<file path="config.mk">
export PLATFORM = sky130hd
export DESIGN_NAME = afe_multich_calib_ctrl
export DESIGN_NICKNAME = d
export VERILOG_FILES = /design/src/rtl/afe_multich_calib_ctrl_pkg.sv /design/src/rtl/afe_multich_calib_ctrl_win_minmax.sv /design/src/rtl/afe_multich_calib_ctrl.sv
export SDC_FILE = /design/constraint.sdc
export NUM_CORES = 1
export LEC_CHECK = 0
export CORE_MARGIN = 2
export CORE_UTILIZATION = 52
export CTS_BUF_LIST = sky130_fd_sc_hd__clkbuf_8
export CTS_CLUSTER_DIAMETER = 30
export DETAILED_ROUTE_END_ITERATION = 12
export HOLD_SLACK_MARGIN = 0.06
export PLACE_DENSITY = 0.73
export SLEW_MARGIN = 30
export SYNTH_ARGS = -nofsm -noshare
export SYNTH_HDL_FRONTEND = slang
export SYNTH_SLANG_ARGS = --single-unit
export TNS_END_PERCENT = 1
</file>
<file path="constraint.sdc">
create_clock -name CLK -period 5.7 [get_ports CLK]
set_clock_uncertainty 0.2 [all_clocks]
set_input_delay 1.425 -clock CLK [delete_from_list [all_inputs] [get_ports CLK]]
set_output_delay 1.425 -clock CLK [all_outputs]
set_load 0.05 [all_outputs]
</file>
<file path="src/rtl/afe_multich_calib_ctrl_pkg.sv">
// Purpose: shared FSM state type, default thresholds and a width helper for the AFE calibration controller.
// Latency: n/a (declarations only).
// Backpressure: n/a (declarations only).
package afe_pkg;

    typedef enum logic [2:0] {
        ST_IDLE     = 3'd0,
        ST_DC_WIN   = 3'd1,
        ST_DC_EVAL  = 3'd2,
        ST_PGA_WIN  = 3'd3,
        ST_PGA_EVAL = 3'd4,
        ST_NEXT_CH  = 3'd5,
        ST_RUN      = 3'd6,
        ST_FAIL     = 3'd7
    } afe_state_t;

    localparam int AFE_N_CH     = 2;
    localparam int AFE_ADC_W    = 8;
    localparam int AFE_DC_W     = 7;
    localparam int AFE_PGA_W    = 4;
    localparam int AFE_WIN_LEN  = 1000;
    localparam int AFE_SLOT_LEN = 10;
    localparam int AFE_DC_INIT  = 127;
    localparam int AFE_DC_LO    = 120;
    localparam int AFE_DC_HI    = 135;
    localparam int AFE_DC_DN    = 5;
    localparam int AFE_DC_UP    = 2;
    localparam int AFE_CLIP_LO  = 10;
    localparam int AFE_CLIP_HI  = 245;
    localparam int AFE_MAX_ITER = 64;

    // Bits needed to hold values 0..n-1, never less than one bit.
    function automatic int afe_clog2(input int n);
        int w;
        w = 1;
        while ((1 << w) < n) begin
            w = w + 1;
        end
        return w;
    endfunction

endpackage

</file>
<file path="src/rtl/afe_multich_calib_ctrl_win_minmax.sv">
// Purpose: running min/max over a window of WIN_LEN enabled ADC samples.
// Latency: min/max include the sample taken on the edge where done is high; visible the next cycle.
// Backpressure: none; a sample is absorbed on every enabled cycle.
module win_minmax
    import afe_pkg::*;
#(
    parameter int ADC_W   = AFE_ADC_W,
    parameter int WIN_LEN = AFE_WIN_LEN
) (
    input  logic             CLK,
    input  logic             rst,
    input  logic             clr,
    input  logic             en,
    input  logic [ADC_W-1:0] sample,
    output logic [ADC_W-1:0] min_val,
    output logic [ADC_W-1:0] max_val,
    output logic             done
);

    localparam int               CNT_W    = afe_clog2(WIN_LEN);
    localparam logic [CNT_W-1:0] CNT_LAST = CNT_W'(WIN_LEN - 1);

    logic [CNT_W-1:0] cnt;

    // done marks the enabled sample that completes the window
    assign done = en && (cnt == CNT_LAST);

    // min/max tracking and sample counting; clear restores the empty-window extremes
    always_ff @(posedge CLK) begin
        if (rst || clr) begin
            min_val <= '1;
            max_val <= '0;
            cnt     <= '0;
        end else if (en) begin
            if (sample < min_val) begin
                min_val <= sample;
            end
            if (sample > max_val) begin
                max_val <= sample;
            end
            cnt <= done ? '0 : cnt + 1'b1;
        end
    end

endmodule

</file>
<file path="src/rtl/afe_multich_calib_ctrl.sv">
// Purpose: per-channel DC-comp then PGA calibration from windowed ADC min/max, then LED time-multiplexing in RUN.
// Latency: each window is WIN_LEN cycles plus one eval cycle; first CH_Valid[0] SLOT_LEN cycles after RUN entry.
// Backpressure: none; ADC is consumed every cycle and outputs are never throttled.
module afe_multich_calib_ctrl
    import afe_pkg::*;
#(
    parameter int N_CH     = AFE_N_CH,
    parameter int ADC_W    = AFE_ADC_W,
    parameter int DC_W     = AFE_DC_W,
    parameter int PGA_W    = AFE_PGA_W,
    parameter int WIN_LEN  = AFE_WIN_LEN,
    parameter int SLOT_LEN = AFE_SLOT_LEN,
    parameter int DC_INIT  = AFE_DC_INIT,
    parameter int DC_LO    = AFE_DC_LO,
    parameter int DC_HI    = AFE_DC_HI,
    parameter int DC_DN    = AFE_DC_DN,
    parameter int DC_UP    = AFE_DC_UP,
    parameter int CLIP_LO  = AFE_CLIP_LO,
    parameter int CLIP_HI  = AFE_CLIP_HI,
    parameter int MAX_ITER = AFE_MAX_ITER,
    localparam int CH_W    = afe_clog2(N_CH)
) (
    input  logic                  CLK,
    input  logic                  rst,
    input  logic [ADC_W-1:0]      ADC,
    input  logic                  Find_setting,
    output logic [N_CH-1:0]       LED_EN,
    output logic [DC_W-1:0]       DC_Comp,
    output logic [PGA_W-1:0]      PGA_Gain,
    output logic                  CLK_Filter,
    output logic [N_CH*ADC_W-1:0] CH_ADC_Value,
    output logic [N_CH-1:0]       CH_Valid,
    output logic                  Calib_done,
    output logic                  Calib_fail,
    output logic [CH_W-1:0]       Fail_ch
);

    localparam int ITER_W = afe_clog2(MAX_ITER + 1);
    localparam int SLOT_W = afe_clog2(SLOT_LEN);

    localparam logic [ADC_W:0]    MID_LO    = (ADC_W + 1)'(DC_LO);
    localparam logic [ADC_W:0]    MID_HI    = (ADC_W + 1)'(DC_HI);
    localparam logic [ADC_W-1:0]  CLIP_LO_V = ADC_W'(CLIP_LO);
    localparam logic [ADC_W-1:0]  CLIP_HI_V = ADC_W'(CLIP_HI);
    localparam logic [DC_W-1:0]   DC_INIT_V = DC_W'(DC_INIT);
    localparam logic [DC_W-1:0]   DC_DN_V   = DC_W'(DC_DN);
    localparam logic [DC_W-1:0]   DC_UP_V   = DC_W'(DC_UP);
    localparam logic [DC_W-1:0]   DC_MAX    = '1;
    localparam logic [PGA_W-1:0]  PGA_MAX   = '1;
    localparam logic [ITER_W-1:0] ITER_LAST = ITER_W'(MAX_ITER - 1);
    localparam logic [CH_W-1:0]   CH_LAST   = CH_W'(N_CH - 1);
    localparam logic [SLOT_W-1:0] SLOT_LAST = SLOT_W'(SLOT_LEN - 1);

    afe_state_t state, state_nxt;

    logic [CH_W-1:0]       ch, ch_nxt;
    logic [DC_W-1:0]       dc_reg, dc_nxt;
    logic [PGA_W-1:0]      pga_reg, pga_nxt;
    logic [ITER_W-1:0]     iter, iter_nxt;
    logic [N_CH*DC_W-1:0]  dc_store, dc_store_nxt;
    logic [N_CH*PGA_W-1:0] pga_store, pga_store_nxt;
    logic [CH_W-1:0]       fail_ch, fail_ch_nxt;
    logic [CH_W-1:0]       run_ch, run_ch_nxt;
    logic [SLOT_W-1:0]     slot_cnt, slot_nxt;
    logic [N_CH*ADC_W-1:0] ch_val, ch_val_nxt;
    logic [N_CH-1:0]       ch_vld, ch_vld_nxt;
    logic                  clk_filt;

    logic                  in_win;
    logic                  win_en;
    logic                  win_clr;
    logic                  win_done;
    logic [ADC_W-1:0]      win_min;
    logic [ADC_W-1:0]      win_max;
    logic [ADC_W:0]        mid;
    logic                  clip;

    // The window only accumulates while an LED is lit for calibration; anything else empties it.
    assign in_win  = (state == ST_DC_WIN) || (state == ST_PGA_WIN);
    assign win_en  = in_win && !Find_setting;
    assign win_clr = !in_win || Find_setting;

    win_minmax #(
        .ADC_W   (ADC_W),
        .WIN_LEN (WIN_LEN)
    ) u_win (
        .CLK     (CLK),
        .rst     (rst),
        .clr     (win_clr),
        .en      (win_en),
        .sample  (ADC),
        .min_val (win_min),
        .max_val (win_max),
        .done    (win_done)
    );

    // Midpoint carries one extra bit so max+min cannot wrap.
    assign mid  = ({1'b0, win_max} + {1'b0, win_min}) >> 1;
    assign clip = (win_min < CLIP_LO_V) || (win_max > CLIP_HI_V);

    // State and datapath registers
    always_ff @(posedge CLK) begin
        if (rst) begin
            state     <= ST_IDLE;
            ch        <= '0;
            dc_reg    <= DC_INIT_V;
            pga_reg   <= '0;
            iter      <= '0;
            dc_store  <= '0;
            pga_store <= '0;
            fail_ch   <= '0;
            run_ch    <= '0;
            slot_cnt  <= '0;
            ch_val    <= '0;
            ch_vld    <= '0;
        end else begin
            state     <= state_nxt;
            ch        <= ch_nxt;
            dc_reg    <= dc_nxt;
            pga_reg   <= pga_nxt;
            iter      <= iter_nxt;
            dc_store  <= dc_store_nxt;
            pga_store <= pga_store_nxt;
            fail_ch   <= fail_ch_nxt;
            run_ch    <= run_ch_nxt;
            slot_cnt  <= slot_nxt;
            ch_val    <= ch_val_nxt;
            ch_vld    <= ch_vld_nxt;
        end
    end

    // Filter clock runs at CLK/2 regardless of calibration state
    always_ff @(posedge CLK) begin
        if (rst) begin
            clk_filt <= 1'b0;
        end else begin
            clk_filt <= ~clk_filt;
        end
    end

    // Next-state and datapath updates; a restart request overrides every state
    always_comb begin
        state_nxt     = state;
        ch_nxt        = ch;
        dc_nxt        = dc_reg;
        pga_nxt       = pga_reg;
        iter_nxt      = iter;
        dc_store_nxt  = dc_store;
        pga_store_nxt = pga_store;
        fail_ch_nxt   = fail_ch;
        run_ch_nxt    = run_ch;
        slot_nxt      = slot_cnt;
        ch_val_nxt    = ch_val;
        ch_vld_nxt    = '0;

        if (Find_setting) begin
            state_nxt  = ST_DC_WIN;
            ch_nxt     = '0;
            dc_nxt     = DC_INIT_V;
            pga_nxt    = '0;
            iter_nxt   = '0;
            run_ch_nxt = '0;
            slot_nxt   = '0;
        end else begin
            case (state)
                ST_DC_WIN: begin
                    if (win_done) begin
                        state_nxt = ST_DC_EVAL;
                    end
                end
                ST_DC_EVAL: begin
                    iter_nxt = iter + 1'b1;
                    if ((mid >= MID_LO) && (mid <= MID_HI)) begin
                        dc_store_nxt[ch*DC_W +: DC_W] = dc_reg;
                        pga_nxt   = '0;
                        state_nxt = ST_PGA_WIN;
                    end else begin
                        if (mid < MID_LO) begin
                            dc_nxt = (dc_reg < DC_DN_V) ? '0 : dc_reg - DC_DN_V;
                        end else begin
                            dc_nxt = (dc_reg > (DC_MAX - DC_UP_V)) ? DC_MAX : dc_reg + DC_UP_V;
                        end
                        if (iter == ITER_LAST) begin
                            fail_ch_nxt = ch;
                            state_nxt   = ST_FAIL;
                        end else begin
                            state_nxt = ST_DC_WIN;
                        end
                    end
                end
                ST_PGA_WIN: begin
                    if (win_done) begin
                        state_nxt = ST_PGA_EVAL;
                    end
                end
                ST_PGA_EVAL: begin
                    if (!clip && (pga_reg != PGA_MAX)) begin
                        pga_nxt   = pga_reg + 1'b1;
                        state_nxt = ST_PGA_WIN;
                    end else begin
                        // Clipping backs off one step; reaching full gain clean keeps full gain.
                        pga_store_nxt[ch*PGA_W +: PGA_W] =
                            clip ? ((pga_reg == '0) ? '0 : pga_reg - 1'b1) : pga_reg;
                        pga_nxt   = '0;
                        state_nxt = ST_NEXT_CH;
                    end
                end
                ST_NEXT_CH: begin
                    dc_nxt   = DC_INIT_V;
                    iter_nxt = '0;
                    if (ch == CH_LAST) begin
                        run_ch_nxt = '0;
                        slot_nxt   = '0;
                        state_nxt  = ST_RUN;
                    end else begin
                        ch_nxt    = ch + 1'b1;
                        state_nxt = ST_DC_WIN;
                    end
                end
                ST_RUN: begin
                    // Sample on the last slot cycle so the AFE has settled on the new LED/DC/gain.
                    if (slot_cnt == SLOT_LAST) begin
                        slot_nxt                          = '0;
                        ch_val_nxt[run_ch*ADC_W +: ADC_W] = ADC;
                        ch_vld_nxt[run_ch]                = 1'b1;
                        run_ch_nxt = (run_ch == CH_LAST) ? '0 : run_ch + 1'b1;
                    end else begin
                        slot_nxt = slot_cnt + 1'b1;
                    end
                end
                default: begin
                    state_nxt = state;
                end
            endcase
        end
    end

    // AFE drive: calibration channel during windows, stored settings of the slot channel in RUN
    always_comb begin
        LED_EN   = '0;
        DC_Comp  = dc_reg;
        PGA_Gain = pga_reg;
        if (in_win) begin
            LED_EN[ch] = 1'b1;
        end else if (state == ST_RUN) begin
            LED_EN[run_ch] = 1'b1;
            DC_Comp        = dc_store[run_ch*DC_W +: DC_W];
            PGA_Gain       = pga_store[run_ch*PGA_W +: PGA_W];
        end
    end

    assign CLK_Filter   = clk_filt;
    assign CH_ADC_Value = ch_val;
    assign CH_Valid     = ch_vld;
    assign Calib_done   = (state == ST_RUN);
    assign Calib_fail   = (state == ST_FAIL);
    assign Fail_ch      = fail_ch;

endmodule

</file>
==> results.cfg, run 1 <==
[drt]
drt_iter0_drc = 261
antenna_left = 0
dr_total_vias = 4669
drt_pass1_iterations = 5
wl_um = 12600
wl_per_cell_um = 15.61
via_per_inst = 5.786
drc = 0

[logic_synthesis]
ys_ff_latch = 95
synth_top_cell_by_area = dfxtp_1
ys_seq_area_share_pct = 35.67
synth_cells = 644
synth_flop_cell = dfxtp_1
avgSynthCellArea_um2 = 8.279
synth_nets = 689
yosysMostFrequentCell = nor2_1
synth_edf_count = 0
synth_top_area_share_pct = 35.67
syn_area_mm2 = 0.005331
synth_commonest_cells = 104 x nor2_1, 95 x dfxtp_1, 59 x mux2i_1, 37 x nand2_1, 37 x o21ai_0
yosysWarnings = 0
synth.area.top_cells = dfxtp_1 36%, mux2i_1 11%, ha_1 7.7%
synth_cell_type_count = 58
synthArstFlopShare_pct = 0

[sta]
maxSlewHeadroom_pct = 28.98
setup-tns-final_ns = 0
setup_viol = 0
max_freq_mhz = 216.8
final_hold_viol_count = 0
worst_slew_pin_slew_ns = 1.064
period_minus_slack_ns = 4.612
fin_crit_sh_pct = 80.91
rsz0062_at_grt = false
final_max_slew_viol_count = 0

[place]
dp_hpwl_um = 9041
gp_routability_congestion = 0.8648
portBuffers = 45

[clocking]
clock_sinks = 95
root_buffer = clkbuf_8
clkTransAtPathRegs_ns = 0.10
cts_tree = yes
cts_setup_buffers = 0
numCtsBuffers = 9
htree_num_levels = 3
clk_path_buf_depth = 2
ctsHoldBuffers = 0
cts_resized = 0
worstSkewPairLatency_ns = 0.38

[floorplanning]
die_width_um = 105.3
io_pins = 46
die_h_um = 105.3
start_util_pct = 54.05
rows = 36
die_area_mm2 = 0.01108
design.core.area_mm2 = 0.009864

[global_routing]
grt_pass1_wl_um = 21220
grt_max_degree = 46
grt_usage_pct = 23.58
grt-ovfl-total = 0
grt_pass1_vias = 4392
antenna_found_initial = 0

[power_and_ir_drop]
leakagePower_nw = 2.518
switchingPower_mw = 0.3096
power_mw = 1.210
clkPwrFrac_pct = 36.6
switching_share_pct = 25.59
powerDensity_mw_per_mm2 = 200.6
intPower_mw = 0.9003
pwr-share-comb_pct = 8.1
peakVddDrop_mv = 0.1638
seq_power_share_pct = 55.3

[worst_hold_path]
worst_hold_path.num_cells = 1
min_from = CLK_Filter$_SDFF_PP0_
hold_class = reg2reg

[layout]
area_growth_pct = 13.12
nets = 714
antenna_cells = 0
nFillCells = 885
largest_reg_flops = 16
drive_above_1_share_pct = 5.045

[critical_path]
crit_start = state[1]$_SDFFE_PP0P_
r2r-start = u_win.max_val[0]$_SDFFE_PP0P_
reg2regPathDepth = 10
endpoint_kind = output port
worst_ep_required_time_ns = 4.07
worstSetupPathType = reg2out
crit_path_start_kind = flop
critPathArrivalTime_ns = 2.99
cp_max_fo = 28

[run_status]
status = finished clean

[flow_run]
drv_cap = 0
-- through the flow --
stage                     hold slack, ns  cell area [µm²]  utilization (%)  instances  setup WS [ns]
final                             0.2138             6031            61.14        807          1.088
after global routing              0.2351             6031            61.14        807         0.9077
after detailed placement          0.1993             5832            59.12        791          1.568
after floorplan                   0.2134             5331                -        644          1.685
after global placement            0.1948             5832            59.12        791          1.652
after CTS                         0.2202             6031            61.14        807          1.139
-- per-layer routing --
metal / track usage (%) / part of all wire (%)
met5: 0 / 0
met4: 5.143 / 0.77
met3: 5.442 / 3.8
met2: 39.49 / 47
met1: 30.97 / 48
-- power by group through the flow --
stage	logic, mW	registers (mW)	clock network (mW)
floorplan	0.0660	0.685	0
global placement	0.0929	0.685	0
detailed placement	0.0960	0.685	0
CTS	0.0967	0.669	0.452
global route	0.106	0.670	0.480
finish	0.0975	0.669	0.443
-- critical path, cell delays in order (launching register included) --
cell,delay (ns)
dfxtp_1,0.73
nand2_1,0.15
or2_2,0.52
inv_1,0.25
a22o_1,0.17
clkdlybuf4s50_1,0.79
-- final timing paths --
path / end / slack (ns)
setup / recovery: LED_EN[1] / 1.09
hold / removal: CLK_Filter$_SDFF_PP0_ / 0.21
setup reg to reg: dc_store[9]$_SDFFE_PP0P_ / 2.43
hold reg to reg: CLK_Filter$_SDFF_PP0_ / 0.21
-- logic make-up after synthesis --
kind of cell / count (synthesis) / share of synthesized area [%]
compound gates: 126 / 15.40
xor+xnor: 13 / 2.136
fa+ha+maj: 34 / 8.120
buf+inv: 66 / 4.975
flops: 95 / 35.67
mux: 60 / 11.29
simple gates: 250 / 22.41
-- cells in the final DEF (no fill, tap or decap), types with 6 or more instances in the layout --
master	n
nor2_1	104
dfxtp_1	95
mux2i_1	59
clkdlybuf4s50_1	45
nand2_1	37
o21ai_0	37
ha_1	33
inv_1	32
nand3_1	32
a21oi_1	32
nand4_1	18
nor3_1	13
clkbuf_8	12
a21o_1	10
nand2b_1	9
a31oi_1	7
xor2_1	7
or2_2	6
xnor2_1	6
-- area by class of cell --
type | instances | area, µm² | area share [%]
Clock buffer | 12 | 165.2 | 2.739
Timing Repair Buffer | 48 | 473.0 | 7.842
Inverter | 32 | 120.1 | 1.992
Sequential cell | 95 | 1902 | 31.54
Clock inverter | 4 | 33.78 | 0.5602
Multi-Input combinational cell | 483 | 3171 | 52.57
Tap cell | 133 | 166.4 | 2.759
No activity file was read; power rests on OpenSTA's default activity.
==> run 2, diff against run 1 <==
- PLACE_DENSITY: 0.73 -> 0.76
- clock period: 5.7 -> 3.93 ns (I/O delays scaled with it)
==> results.cfg, run 2 (synthesis gave the netlist of run 1 again) <==
[flow_run]
drv_cap = 0

[floorplanning]
die_h_um = 105.3
start_util_pct = 54.05
rows = 36
die_width_um = 105.3
io_pins = 46
die_area_mm2 = 0.01108
design.core.area_mm2 = 0.009864

[worst_hold_path]
hold_class = reg2reg
min_from = CLK_Filter$_SDFF_PP0_

[global_routing]
grt-ovfl-total = 0
grt_usage_pct = 23.02
grt_pass1_vias = 4520
grt_max_degree = 45
antenna_found_initial = 0
grt_pass1_wl_um = 21140

[layout]
nets = 718
fin_cells = 811
final_util_pct = 61.30
largest_reg_flops = 16
mostFrequentLayoutCell = nor2_1
final_cell_mix = 104 x nor2_1, 95 x dfxtp_1, 59 x mux2i_1
antenna_cells = 0
postLayoutCellArea_mm2 = 0.006047
drive_above_1_share_pct = 5.752
area_growth_pct = 13.42

[critical_path]
crit_path_start_kind = flop
cp_max_fo = 28
critPathArrivalTime_ns = 2.61
slowest_stage = clkdlybuf4s50_1
r2r-start = u_win.max_val[0]$_SDFFE_PP0P_
crit_start = state[2]$_SDFFE_PP0P_
slowest_delay_ns = 0.85
path_cells = nand2_1 -> or2_2 -> o22ai_1 -> clkdlybuf4s50_1
endpoint_kind = output port
worst_ep_required_time_ns = 2.75
worstSetupPathType = reg2out

[drt]
drt_iter0_drc = 271
antenna_left = 0
drt_pass1_iterations = 5
wl_per_cell_um = 15.14
via_per_inst = 5.772
drc = 0
wl_um = 12280
dr_total_vias = 4681

[sta]
final_hold_viol_count = 0
fin_crit_sh_pct = 96.56
maxSlewHeadroom_pct = 37.76
worst_slew_pin_slew_ns = 0.9323
period_minus_slack_ns = 3.795
rsz0062_at_grt = false
setup_viol = 0
max_freq_mhz = 263.5
setup-tns-final_ns = 0
final_max_slew_viol_count = 0

[clocking]
cts_resized = 0
cts_tree = yes
clock_sinks = 95
cts_setup_buffers = 0
root_buffer = clkbuf_8
numCtsBuffers = 9
ctsHoldBuffers = 0
clkTransAtPathRegs_ns = 0.11
clk_path_buf_depth = 2
htree_num_levels = 3
worstSkewPairLatency_ns = 0.37

[power_and_ir_drop]
peakVddDrop_mv = 0.1883
power_mw = 1.737
powerDensity_mw_per_mm2 = 287.2
leakagePower_nw = 2.529

[place]
placed_cells = 795
gp_routability_congestion = 0.8625
portBuffers = 45
placed_area_mm2 = 0.005859
dp_hpwl_um = 8927

[run_status]
status = finished clean
==> run 2: cell count changes in the layout (fill, tap and decap cells not counted), sizes merged <==
cell and delta:
clkdlybuf4s50 -1, buf +5, clkbuf -3, inv +1
clkinv +1, clkinvlp +1
==> run 2: path summary, 6_finish.rpt <==
kind,endpoint,slack (ns),depth (start not counted)
min,CLK_Filter$_SDFF_PP0_,0.23,1
max,LED_EN[0],0.14,4
min reg2reg,CLK_Filter$_SDFF_PP0_,0.23,1
max reg2reg,dc_store[11]$_SDFFE_PP0P_,0.63,10
==> run 2: final cells by class <==
type | instances | area, µm²
Fill cell | 839 | 3817
Multi-Input combinational cell | 483 | 3171
Sequential cell | 95 | 1902
Timing Repair Buffer | 52 | 500.5
Tap cell | 133 | 166.4
Clock buffer | 9 | 123.9
Inverter | 32 | 120.1
Clock inverter | 7 | 63.81
==> run 2: worst max-delay path, delay by kind of cell, from the launching register on <==
kind	cells	cell delay (ns)
DFF	1	0.48
AOI/OAI and AO/OA	1	0.30
and+or+nand+nor	2	0.61
buffers and inverters	1	0.85
==> run 2: report_power, final <==
part	internal, mW	leakage [nW]	switching (mW)
registers	0.966	0.766	0.00531
clock network	0.245	0.0903	0.379
logic	0.0522	1.67	0.0898
total	1.26	2.53	0.474
==> run 2: stage by stage <==
step | hold slack, ns | worst slack [ns]
3_3_place_gp | 0.1949 | 0.5414
4_1_cts | 0.2441 | 0.1373
6_report | 0.2334 | 0.1351
5_1_grt | 0.2580 | 0.02307
2_1_floorplan | 0.2134 | 0.3578
3_5_place_dp | 0.2250 | 0.4876
==> run 2: layer usage <==
layer / vias to the layer above / track usage, % / wire length [µm]
li1: 2334 / - / -
met1: 2216 / 31.18 / 5728
met2: 116 / 37.47 / 5812
met3: 15 / 3.834 / 590
met4: 0 / 7.238 / 147
met5: - / 0 / 0
==> run 3, diff against run 2 <==
--- a/config.mk
+++ b/config.mk
@@ -9,3 +9,2 @@
 export CORE_UTILIZATION = 52
-export CTS_BUF_LIST = sky130_fd_sc_hd__clkbuf_8
 export CTS_CLUSTER_DIAMETER = 30
--- a/constraint.sdc
+++ b/constraint.sdc
@@ -4,2 +4,2 @@
 set_output_delay 0.9825 -clock CLK [all_outputs]
-set_load 0.05 [all_outputs]
+set_load 0.01 [all_outputs]
==> results.cfg, run 3 (synthesis gave the netlist of run 1 again) <==
[flow_run]
drv_cap = 0

[clocking]
clkTransAtPathRegs_ns = 0.09
cts_setup_buffers = 0
ctsHoldBuffers = 0
root_buffer = clkbuf_8
clock_sinks = 95
htree_num_levels = 3
clk_path_buf_depth = 2
cts_resized = 0
numCtsBuffers = 9
worstSkewPairLatency_ns = 0.36
cts_tree = yes

[layout]
nets = 717
largest_reg_flops = 16
drive_above_1_share_pct = 5.465
antenna_cells = 0
nFillCells = 863
postLayoutCellArea_mm2 = 0.006035
mostFrequentLayoutCell = nor2_1
final_cell_mix = 104 x nor2_1, 94 x dfxtp_1, 59 x mux2i_1
area_growth_pct = 13.19

[sta]
period_minus_slack_ns = 3.657
setup_viol = 0
rsz0062_at_grt = false
max_freq_mhz = 273.5
setup-tns-final_ns = 0
final_max_slew_viol_count = 0
fin_crit_sh_pct = 93.05
final_hold_viol_count = 0
maxSlewHeadroom_pct = 37.90
worst_slew_pin_slew_ns = 0.9302

[place]
portBuffers = 45
placed_area_mm2 = 0.005854
gp_routability_congestion = 0.8725
dp_hpwl_um = 8965

[floorplanning]
io_pins = 46
rows = 36
start_util_pct = 54.05
die_width_um = 105.3
design.core.area_mm2 = 0.009864
die_area_mm2 = 0.01108
die_h_um = 105.3

[critical_path]
regToRegSetupSlack_ns = 0.57
worst_ep_required_time_ns = 2.75
endpoint_kind = output port
cp_max_fo = 28
worstSetupPathType = reg2out
crit_path_start_kind = flop
critPathArrivalTime_ns = 2.47

[drt]
wl_um = 12430
dr_total_vias = 4724
wl_per_cell_um = 15.34
drt_pass1_iterations = 5
drt_iter0_drc = 323
antenna_left = 0
via_per_inst = 5.832
drc = 0

[power_and_ir_drop]
leakagePower_nw = 2.521
power_mw = 1.706
peakVddDrop_mv = 0.2044
powerDensity_mw_per_mm2 = 282.8

[global_routing]
grt_pass1_wl_um = 20730
grt_usage_pct = 22.46
grt_max_degree = 45
grt_pass1_vias = 4335
antenna_found_initial = 0
grt-ovfl-total = 0

[worst_hold_path]
hold_class = reg2reg

[run_status]
status = finished clean
[run 3: cell count changes in the layout (fill, tap and decap cells not counted), sizes merged]
| cell | before | now |
|---|---|---|
| clkbuf | 9 | 10 |
| buf | 8 | 6 |
| clkinvlp | 2 | 1 |
| clkdlybuf4s50 | 44 | 45 |
[run 3: critical path, stage by stage (launching register included)]
cell and delay (ns):
dfxtp_2 0.53, nand2_1 0.13, or2_2 0.50, inv_1 0.22
a22o_1 0.20, clkdlybuf4s50_1 0.55
[run 3: routing by layer]
layer / wire length [µm] / track usage (%) / share of wire (%)
met5: 0 / 0 / 0
met4: 144 / 6.190 / 1.2
met3: 586 / 3.216 / 4.7
met2: 5783 / 35.71 / 47
met1: 5911 / 31.79 / 48
[run 3: area by class of cell]
| type | instances | area, µm² | share of cell area [%] |
|---|---|---|---|
| Inverter | 32 | 120.1 | 1.990 |
| Clock inverter | 6 | 51.30 | 0.8501 |
| Clock buffer | 10 | 127.6 | 2.115 |
| Sequential cell | 95 | 1903 | 31.54 |
| Timing Repair Buffer | 51 | 495.5 | 8.211 |
| Multi-Input combinational cell | 483 | 3171 | 52.54 |
| Tap cell | 133 | 166.4 | 2.758 |
[run 3: path summary, 6_finish.rpt]
kind,start,end,cells past startpoint
worst max-delay path,state[1]$_SDFFE_PP0P_,LED_EN[1],5
worst min-delay path,CLK_Filter$_SDFF_PP0_,CLK_Filter$_SDFF_PP0_,1
worst max register to register,u_win.min_val[0]$_SDFFE_PP1P_,dc_store[12]$_SDFFE_PP0P_,10
worst min register to register,CLK_Filter$_SDFF_PP0_,CLK_Filter$_SDFF_PP0_,1
[run 3: power breakdown]
| part | switching (mW) | total, mW | internal, mW |
|---|---|---|---|
| clock network | 0.356 | 0.596 | 0.241 |
| registers | 0.00538 | 0.971 | 0.966 |
| logic | 0.0860 | 0.139 | 0.0529 |
[run 3: through the flow]
step           setup slack (ns)  hold slack (ns)  utilization, %  cells
2_1_floorplan             1.158           0.2134               -    644
4_1_cts                  0.1142           0.2201           61.16    810
5_1_grt                  0.1809           0.2398           61.17    810
3_3_place_gp             0.5786           0.1945           59.35    794
3_5_place_dp             0.4875           0.1982           59.35    794
6_report                 0.2733           0.2161           61.17    810
